### config.mk
export PLATFORM = sky130hd
export DESIGN_NAME = pcie_cfg_responder
export DESIGN_NICKNAME = d
export VERILOG_FILES = /design/src/rtl/pcie_cfg_responder.sv
export SDC_FILE = /design/constraint.sdc
export NUM_CORES = 1
export LEC_CHECK = 0
export CAP_MARGIN = 40
export CORE_AREA = 4 4 319 321
export CTS_CLUSTER_DIAMETER = 200
export DETAILED_ROUTE_END_ITERATION = 12
export DIE_AREA = 0 0 323 325
export GPL_ROUTABILITY_DRIVEN = 0
export PLACE_DENSITY_LB_ADDON = 0.05
export SLEW_MARGIN = 20
export SYNTH_ARGS = -nofsm -noshare
export SYNTH_HDL_FRONTEND = slang
export SYNTH_SLANG_ARGS = --single-unit
### constraint.sdc
create_clock -name pclk_div2 -period 7.1 [get_ports pclk_div2]
set_input_delay 0.71 -clock pclk_div2 [delete_from_list [all_inputs] [get_ports pclk_div2]]
set_output_delay 0.71 -clock pclk_div2 [all_outputs]
set_load 0.005 [all_outputs]
### src/rtl/pcie_cfg_responder.sv
// Purpose: completer for PCIe Type-0/Type-1 CfgRd/CfgWr TLPs, served from a local register file.
// Latency: request accepted in cycle N -> completion valid in cycle N+2 (single-beat requests).
// Backpressure: RX is held off (tready=0) while decoding and until the completion handshakes.
//
// Ports:
//   pclk_div2 / apb_rst       clock, synchronous active-high reset
//   completer_id              bus/dev/func reported in completions
//   axis_master_*             RX AXI-Stream carrying request TLPs (128-bit, DW0 in [31:0])
//   axis_slave_*              TX AXI-Stream carrying single-beat Cpl/CplD TLPs
//   cfg_regs_flat             register file contents, reg i at [32i+31:32i]
//   ur_cnt / drop_cnt         saturating counts of UR completions / discarded non-config TLPs
// Build option: define CFG_RESP_CRS_EN to add input cfg_not_ready; while it is high, valid
//   requests complete with CRS status and no register write.
module pcie_cfg_responder #(
  parameter int          REG_NUM  = 16,
  parameter logic [31:0] ID_VALUE = 32'h0000_0755
) (
  input  logic                   pclk_div2,
  input  logic                   apb_rst,
  input  logic [15:0]            completer_id,
`ifdef CFG_RESP_CRS_EN
  input  logic                   cfg_not_ready,
`endif
  input  logic                   axis_master_tvalid,
  output logic                   axis_master_tready,
  input  logic                   axis_master_tlast,
  input  logic [3:0]             axis_master_tkeep,
  input  logic [127:0]           axis_master_tdata,
  output logic                   axis_slave_tvalid,
  input  logic                   axis_slave_tready,
  output logic                   axis_slave_tlast,
  output logic                   axis_slave_tuser,
  output logic [127:0]           axis_slave_tdata,
  output logic [REG_NUM*32-1:0]  cfg_regs_flat,
  output logic [15:0]            ur_cnt,
  output logic [15:0]            drop_cnt
);

  localparam int          IW      = (REG_NUM > 1) ? $clog2(REG_NUM) : 1;
  localparam logic [10:0] REG_LIM = 11'(REG_NUM);

  typedef enum logic [1:0] {S_IDLE, S_DECODE, S_CPL, S_DRAIN} state_t;

  state_t       state, state_nxt, drain_next;
  logic         rx_rdy;
  logic [31:0]  dw0, dw1, dw2, dw3;
  logic [31:0]  regs [REG_NUM];
  logic [127:0] cpl_q;

  // Config = Type-0/Type-1 with a 3DW no-data (read) or 3DW with-data (write) format.
  logic in_is_cfg;
  assign in_is_cfg = ((axis_master_tdata[28:24] == 5'b00100) || (axis_master_tdata[28:24] == 5'b00101)) &&
                     ((axis_master_tdata[30:29] == 2'b00) || (axis_master_tdata[30:29] == 2'b10));

  // Decode of the captured request; only consumed while in S_DECODE.
  logic        d_wr, d_ur, d_crs, d_has_data, d_write;
  logic [9:0]  d_idx;
  logic [2:0]  d_status;
  logic [31:0] d_rd_data, d_cpl_dw0, d_cpl_dw1, d_cpl_dw2;

  assign d_wr  = (dw0[30:29] == 2'b10);
  assign d_idx = {dw2[11:8], dw2[7:2]};
  assign d_ur  = (dw0[28:24] == 5'b00101) || (dw0[9:0] != 10'd1) || dw0[14] ||
                 (dw1[7:4] != 4'd0) || ({1'b0, d_idx} >= REG_LIM);
`ifdef CFG_RESP_CRS_EN
  assign d_crs = cfg_not_ready && !d_ur;
`else
  assign d_crs = 1'b0;
`endif
  assign d_status   = d_ur ? 3'b001 : (d_crs ? 3'b010 : 3'b000);
  assign d_has_data = !d_wr && !d_ur && !d_crs;
  // Register 0 is the read-only ID; it is loaded at reset and never written.
  assign d_write    = (state == S_DECODE) && d_wr && !d_ur && !d_crs && (d_idx != 10'd0);
  assign d_rd_data  = regs[d_idx[IW-1:0]];

  assign d_cpl_dw0 = {(d_has_data ? 3'b010 : 3'b000), 5'b01010, 1'b0, dw0[22:20], 4'b0000,
                      2'b00, dw0[13:12], 2'b00, (d_has_data ? 10'd1 : 10'd0)};
  assign d_cpl_dw1 = {completer_id, d_status, 1'b0, 12'd4};
  assign d_cpl_dw2 = {dw1[31:16], dw1[15:8], 1'b0, 7'd0};

  always_ff @(posedge pclk_div2) begin
    if (apb_rst) state <= S_IDLE;
    else         state <= state_nxt;
  end

  always_comb begin
    state_nxt         = state;
    rx_rdy            = 1'b0;
    axis_slave_tvalid = 1'b0;
    case (state)
      S_IDLE: begin
        rx_rdy = 1'b1;
        if (axis_master_tvalid) begin
          if (in_is_cfg) state_nxt = axis_master_tlast ? S_DECODE : S_DRAIN;
          else           state_nxt = axis_master_tlast ? S_IDLE   : S_DRAIN;
        end
      end
      S_DECODE: state_nxt = S_CPL;
      S_CPL: begin
        axis_slave_tvalid = 1'b1;
        if (axis_slave_tready) state_nxt = S_IDLE;
      end
      S_DRAIN: begin
        rx_rdy = 1'b1;
        if (axis_master_tvalid && axis_master_tlast) state_nxt = drain_next;
      end
      default: state_nxt = S_IDLE;
    endcase
  end

  assign axis_master_tready = rx_rdy && !apb_rst;
  assign axis_slave_tlast   = axis_slave_tvalid;
  assign axis_slave_tuser   = 1'b0;
  assign axis_slave_tdata   = cpl_q;

  always_ff @(posedge pclk_div2) begin
    if (apb_rst) begin
      dw0        <= '0;
      dw1        <= '0;
      dw2        <= '0;
      dw3        <= '0;
      drain_next <= S_IDLE;
      cpl_q      <= '0;
      ur_cnt     <= '0;
      drop_cnt   <= '0;
      for (int i = 0; i < REG_NUM; i++) regs[i] <= (i == 0) ? ID_VALUE : 32'd0;
    end else begin
      if (state == S_IDLE && axis_master_tvalid) begin
        dw0        <= axis_master_tdata[31:0];
        dw1        <= axis_master_tdata[63:32];
        dw2        <= axis_master_tdata[95:64];
        dw3        <= axis_master_tdata[127:96];
        drain_next <= in_is_cfg ? S_DECODE : S_IDLE;
        if (!in_is_cfg && drop_cnt != 16'hFFFF) drop_cnt <= drop_cnt + 16'd1;
      end
      if (state == S_DECODE) begin
        cpl_q <= {(d_has_data ? d_rd_data : 32'd0), d_cpl_dw2, d_cpl_dw1, d_cpl_dw0};
        if (d_ur && ur_cnt != 16'hFFFF) ur_cnt <= ur_cnt + 16'd1;
      end
      if (d_write) begin
        for (int k = 0; k < 4; k++)
          if (dw1[k]) regs[d_idx[IW-1:0]][8*k +: 8] <= dw3[8*k +: 8];
      end
    end
  end

  for (genvar g = 0; g < REG_NUM; g++) begin : g_flat
    assign cfg_regs_flat[32*g +: 32] = regs[g];
  end

  // Fields carried but not interpreted by this completer.
  logic unused_bits;
  assign unused_bits = ^{axis_master_tkeep, dw0, dw2};

endmodule

* Word level (Yosys, flattened, before mapping) *
Memories as Yosys holds them, arrays and structs flattened. A register that Yosys moved wholly into a read port is not among the register bits.
Index checks and enable logic that the tools add are counted.

word-level totals
  RAM bits = 512
  bits in read-only memories = 0
  register bits = 239
  output and inout bits = 676
  latch bits = 0
  word-level logic and storage cells = 93
  bits of input ports = 153
  memories kept = 1

cells by class
  eq/ne operators = 14
  add/sub/neg operators = 2
  $lt $le $gt $ge = 1
  div/mod/pow operators = 0
  bitwise logic cells = 0
  reductions and logical operators = 29
  multiply operators = 0
  muxes and demuxes = 37
  shift-type cells = 0

memory list
  memory  depth  bits a word  read ports  clocked after memory_dff  wr ports  RTL line  source
  regs    16     32           17          1                         16        47        logic [31:0] regs [REG_NUM];

operator list
  kind                                                   number
  2-to-1 mux 32 bit                                      2
  adder 16 x 1 -> 16 bit (second input constant)         2
  != test 16 bit (second input constant)                 2
  OR reduction 32 bit                                    1
  2-to-1 mux 1 bit                                       23
  2-to-1 mux 4 bit                                       4
  equality test 5 x 3 -> 1 bit (second input constant)   3
  2-to-1 mux 2 bit                                       7
  >= comparator 10 x 5 -> 1 bit (second input constant)  1
  logical AND 1 bit                                      10
  != test 10 x 1 -> 1 bit (second input constant)        1
  nonzero test 10 bit                                    1
  equality test 2 bit (second input constant)            4
  one-hot mux 2 bit (4 select lines)                     1
  logical OR 1 bit                                       6
  != test 2 bit (second input constant)                  3
  zero test 1 bit                                        4
  zero test 2 bit                                        2
  AND reduction 2 bit                                    2
  nonzero test 4 bit                                     1
  AND reduction 3 bit                                    1
  equality test 2 x 1 -> 1 bit (second input constant)   1
  OR reduction 2 bit                                     1

* Depth between registers and ports, before layout *
  depth after elaboration = 13
  mapped depth = 10
  mapped depth without buffers = 7

* Least setup slack after synthesis *
No wires, ideal clock.

  kind = reg-to-reg
  start point = register dw2[5]
  end point = memory regs[8][0] (enable)
  data required time = 6.725 ns
  library setup time = 0.375 ns
  data arrival time = 1.966 ns
  slack = 4.759 ns
  cell stages (with the launch flop) = 6
  buffers on the path = 1
  period minus slack after synthesis = 2.341 ns
  cells stage by stage = dfxtp_1 -> clkbuf_1 -> nor2b_1 -> nor2b_1 -> nand2_1 -> o21bai_1

RTL lines
  what                    RTL line  source
  from (decl)             46        logic [31:0] dw0, dw1, dw2, dw3;
  from (signal assigned)  131       dw2 <= axis_master_tdata[95:64];
  to (decl)               47

==> flow_metrics.tcl <==
set metrics [dict create \
    status "finished, final reports clean" \
    setup_viol 0 \
    multi_input_gate_area_in_the_final_layout_um2 9860 \
    wl_per_cell_um 28.6 \
    die_area_um2 105000 \
    final.setup.tns_ns 0 \
    pin_count_of_the_biggest_net_entering_global_routing 95 \
    crit_slowest_cell "sky130_fd_sc_hd__o21bai_1" \
    post_route_cells_drive_above_1_share_pct 11.3 \
    nNetsFinal 3344 \
    yosys_warnings 0 \
    inserted_clock_buffers 84 \
    report.power.total_mw 11.3 \
    buffer_ports.inserted 747 \
    register_area_um2 19700 \
    slew_violations 0 \
    post-route-worst-setup-slack_ns 3.66 \
    total_length_of_routed_met3_wires_um 12800 \
    layout.cells.most_common_list "746 x sky130_fd_sc_hd__clkdlybuf4s50_1, 553 x sky130_fd_sc_hd__nor2_1, 512 x sky130_fd_sc_hd__edfxtp_1" \
    tightest_slew_ns 0.857 \
    syn-mean-instance-area_um2 12.5 \
    hold_buffers 0 \
    path_max_fanout 11 \
    via_per_inst 5.00 \
    share_of_flip_flops_with_an_asynchronous_set_or_reset_pct 0 \
    most_common_library_cell_in_the_layout_ignoring_fill_and_taps "sky130_fd_sc_hd__clkdlybuf4s50_1" \
    crit_required_ns 7.37 \
    design_area_um2 42300 \
    number_of_global_route_vias_before_repair 23164 \
    number_of_flip_flops_and_latches_in_the_synthesized_netlist 728 \
    met1_length_um 49700 \
    dr.first_iter.drc_count 1845 \
    flow.area_growth_from_synthesis_pct 37.9 \
    synth_largest_type_area_fraction_pct 50.2 \
    placement_rows 116 \
    floorplan.io_pins 829 \
    drc 0 \
    cts_buffer_depth 3 \
    power_density_nw_per_um2 267 \
    topRoutingLayerUsed "met5" \
    timing.critical_path.to_type "flip-flop" \
    max-vdd-ir-drop_mv 0.210 \
    power_leakage_nw 14.1 \
    setup.worst_path.start_class "flip-flop" \
    detailed_place_hpwl_um 93800 \
    yosys-top-cells-area "sky130_fd_sc_hd__edfxtp_1 50%, sky130_fd_sc_hd__dfxtp_1 14%, sky130_fd_sc_hd__mux4_2 9.4%, sky130_fd_sc_hd__nor2_1 6.8%, sky130_fd_sc_hd__nand2_1 3.6%" \
    grt_setup_unrepaired "no" \
    max-cap-violations 0 \
    dr_wl_met2_um 63800 \
    postCtsResizedCells 0 \
    antenna_violating_nets_post_route 0 \
    ys_seq_area_share_pct 64.3 \
    clock_sinks 728 \
    timing.final.hold_violations 0 \
    core_area_um2 99300 \
    grt_first_pass_wirelength_um 181000 \
    tritoncts "yes" \
    die_y_um 325 \
    cp_class "flip-flop to flip-flop" \
    fmaxAchievable_mhz 290 \
    pre_cts_slack_ns 3.46 \
    synth_cells 2451 \
    routed_wirelength_um 131000 \
    initial_core_util_pct 30.9 \
    timing.critical_path.arrival_ns 3.71 \
    dominantRegCellSynth "sky130_fd_sc_hd__edfxtp_1" \
    instances_no_fill 4558 \
    postPlaceCellArea_um2 39300 \
    gr_util_all_layers_pct 24.2 \
    netlist.top_cell.by_area "sky130_fd_sc_hd__edfxtp_1" \
    timing.critical_path.slowest_cell_delay_ns 0.77 \
    drt_first_pass_iters 7 \
    synthesis.area_um2 30700 \
    numPlacedInstances 4387 \
    fin_skew_ns 0.0164 \
    synth_edf_count 512 \
    crit_path_cell_trace "nor4_1, nand4_1, nor3_4, nand2_1, o21bai_1" \
    min_period_ns 3.44 \
    worstSkewPairLatency_ns 0.65 \
    timing.max_slew.rel_slack_pct 42.8 \
    fillerInstances 9338 \
    ctsRootBufferMaster "sky130_fd_sc_hd__clkbuf_16" \
    finalCritPeriodShare_pct 48.5 \
    worstHoldPathType "flip-flop to flip-flop" \
    route.vias.total 22784 \
    globalRouteOverflowTotal 0 \
    cts.clk_slew.worst_paths_ns 0.06 \
    cts.repair_timing.setup_buffer_count 0 \
    fp.dieW_um 323 \
    synth.lib_cells_used.distinct 57 \
    antenna_found_initial 21 \
    clock_tree.htree_level_count 3 \
]
-- worst max-delay path, delay by kind of cell (launching register included) --
family	cells	cell delay, ns
AO/OA/AOI/OAI	1	0.77
flip-flops	1	0.31
AND/OR/NAND/NOR	4	1.97
-- worst paths after layout --
path	startpoint	end	slack [ns]	depth (start not counted)
hold reg to reg	axis_slave_tdata[117]	axis_slave_tdata[117]	0.45	2
setup / recovery	dw1[5]	regs[9][31]	3.66	5
setup reg to reg	dw1[5]	regs[9][31]	3.66	5
hold / removal	axis_slave_tdata[117]	axis_slave_tdata[117]	0.45	2
-- power breakdown --
group / internal (mW) / switching [mW] / leakage, nW
sequential: 4.78 / 0.230 / 7.03
combinational: 0.815 / 0.967 / 5.65
clock: 2.67 / 1.81 / 1.39
-- per-stage QoR --
| step | hold slack [ns] | utilization (%) |
|---|---|---|
| detailed placement | 0.439 | 39.6 |
| finish | 0.450 | 42.6 |
| global placement | 0.439 | 39.3 |
| global route | 0.471 | 42.6 |
| CTS | 0.453 | 42.5 |
| floorplan | 0.431 | - |
-- cells in the mapped netlist, types with 13 or more instances --
library cell / count
sky130_fd_sc_hd__edfxtp_1: 512
sky130_fd_sc_hd__o21bai_1: 44
sky130_fd_sc_hd__dfxtp_1: 216
sky130_fd_sc_hd__nand3_1: 13
sky130_fd_sc_hd__a21oi_1: 117
sky130_fd_sc_hd__clkbuf_1: 137
sky130_fd_sc_hd__o22ai_1: 61
sky130_fd_sc_hd__mux4_2: 128
sky130_fd_sc_hd__nor2_1: 554
sky130_fd_sc_hd__buf_4: 51
sky130_fd_sc_hd__mux2i_1: 46
sky130_fd_sc_hd__nand2_1: 291
sky130_fd_sc_hd__o31ai_1: 39
sky130_fd_sc_hd__xnor2_1: 14
sky130_fd_sc_hd__buf_6: 31
sky130_fd_sc_hd__buf_2: 23
sky130_fd_sc_hd__a21o_1: 16
-- registers in the layout, summed over array words and instances (netlist names), named ones only --
signal	count
dw0	23
ur_cnt	16
dw1	32
axis_slave_tdata	80
drop_cnt	16
state	2
drain_next	1
dw3	32
regs	512
dw2	10
-- cell families after synthesis --
kind of cell,after synthesis,share of synthesized area [%]
other cells,2,0.0245
flops,728,64.3
xor+xnor,14,0.400
mux,175,10.9
compound gates,303,6.18
fa+ha+maj,7,0.286
simple gates,960,13.2
buf+inv,262,4.69
-- area by class of cell --
class	count	share of cell area [%]
Tap cell	1298	3.84
Clock buffer	115	5.69
Timing Repair Buffer	825	19.4
Multi-Input combinational cell	1537	23.3
Inverter	8	0.0710
Sequential cell	728	46.6
Clock inverter	43	1.07
Antenna cell	4	0.0237
-- routing by layer --
metal  vias to the layer above  track usage, %
met2                      1033            41.2
met4                        10            7.66
met3                       174            7.81
met5                         -               0
met1                     11436            29.1
li1                      10131               -
No activity file was read; power rests on OpenSTA's default activity.
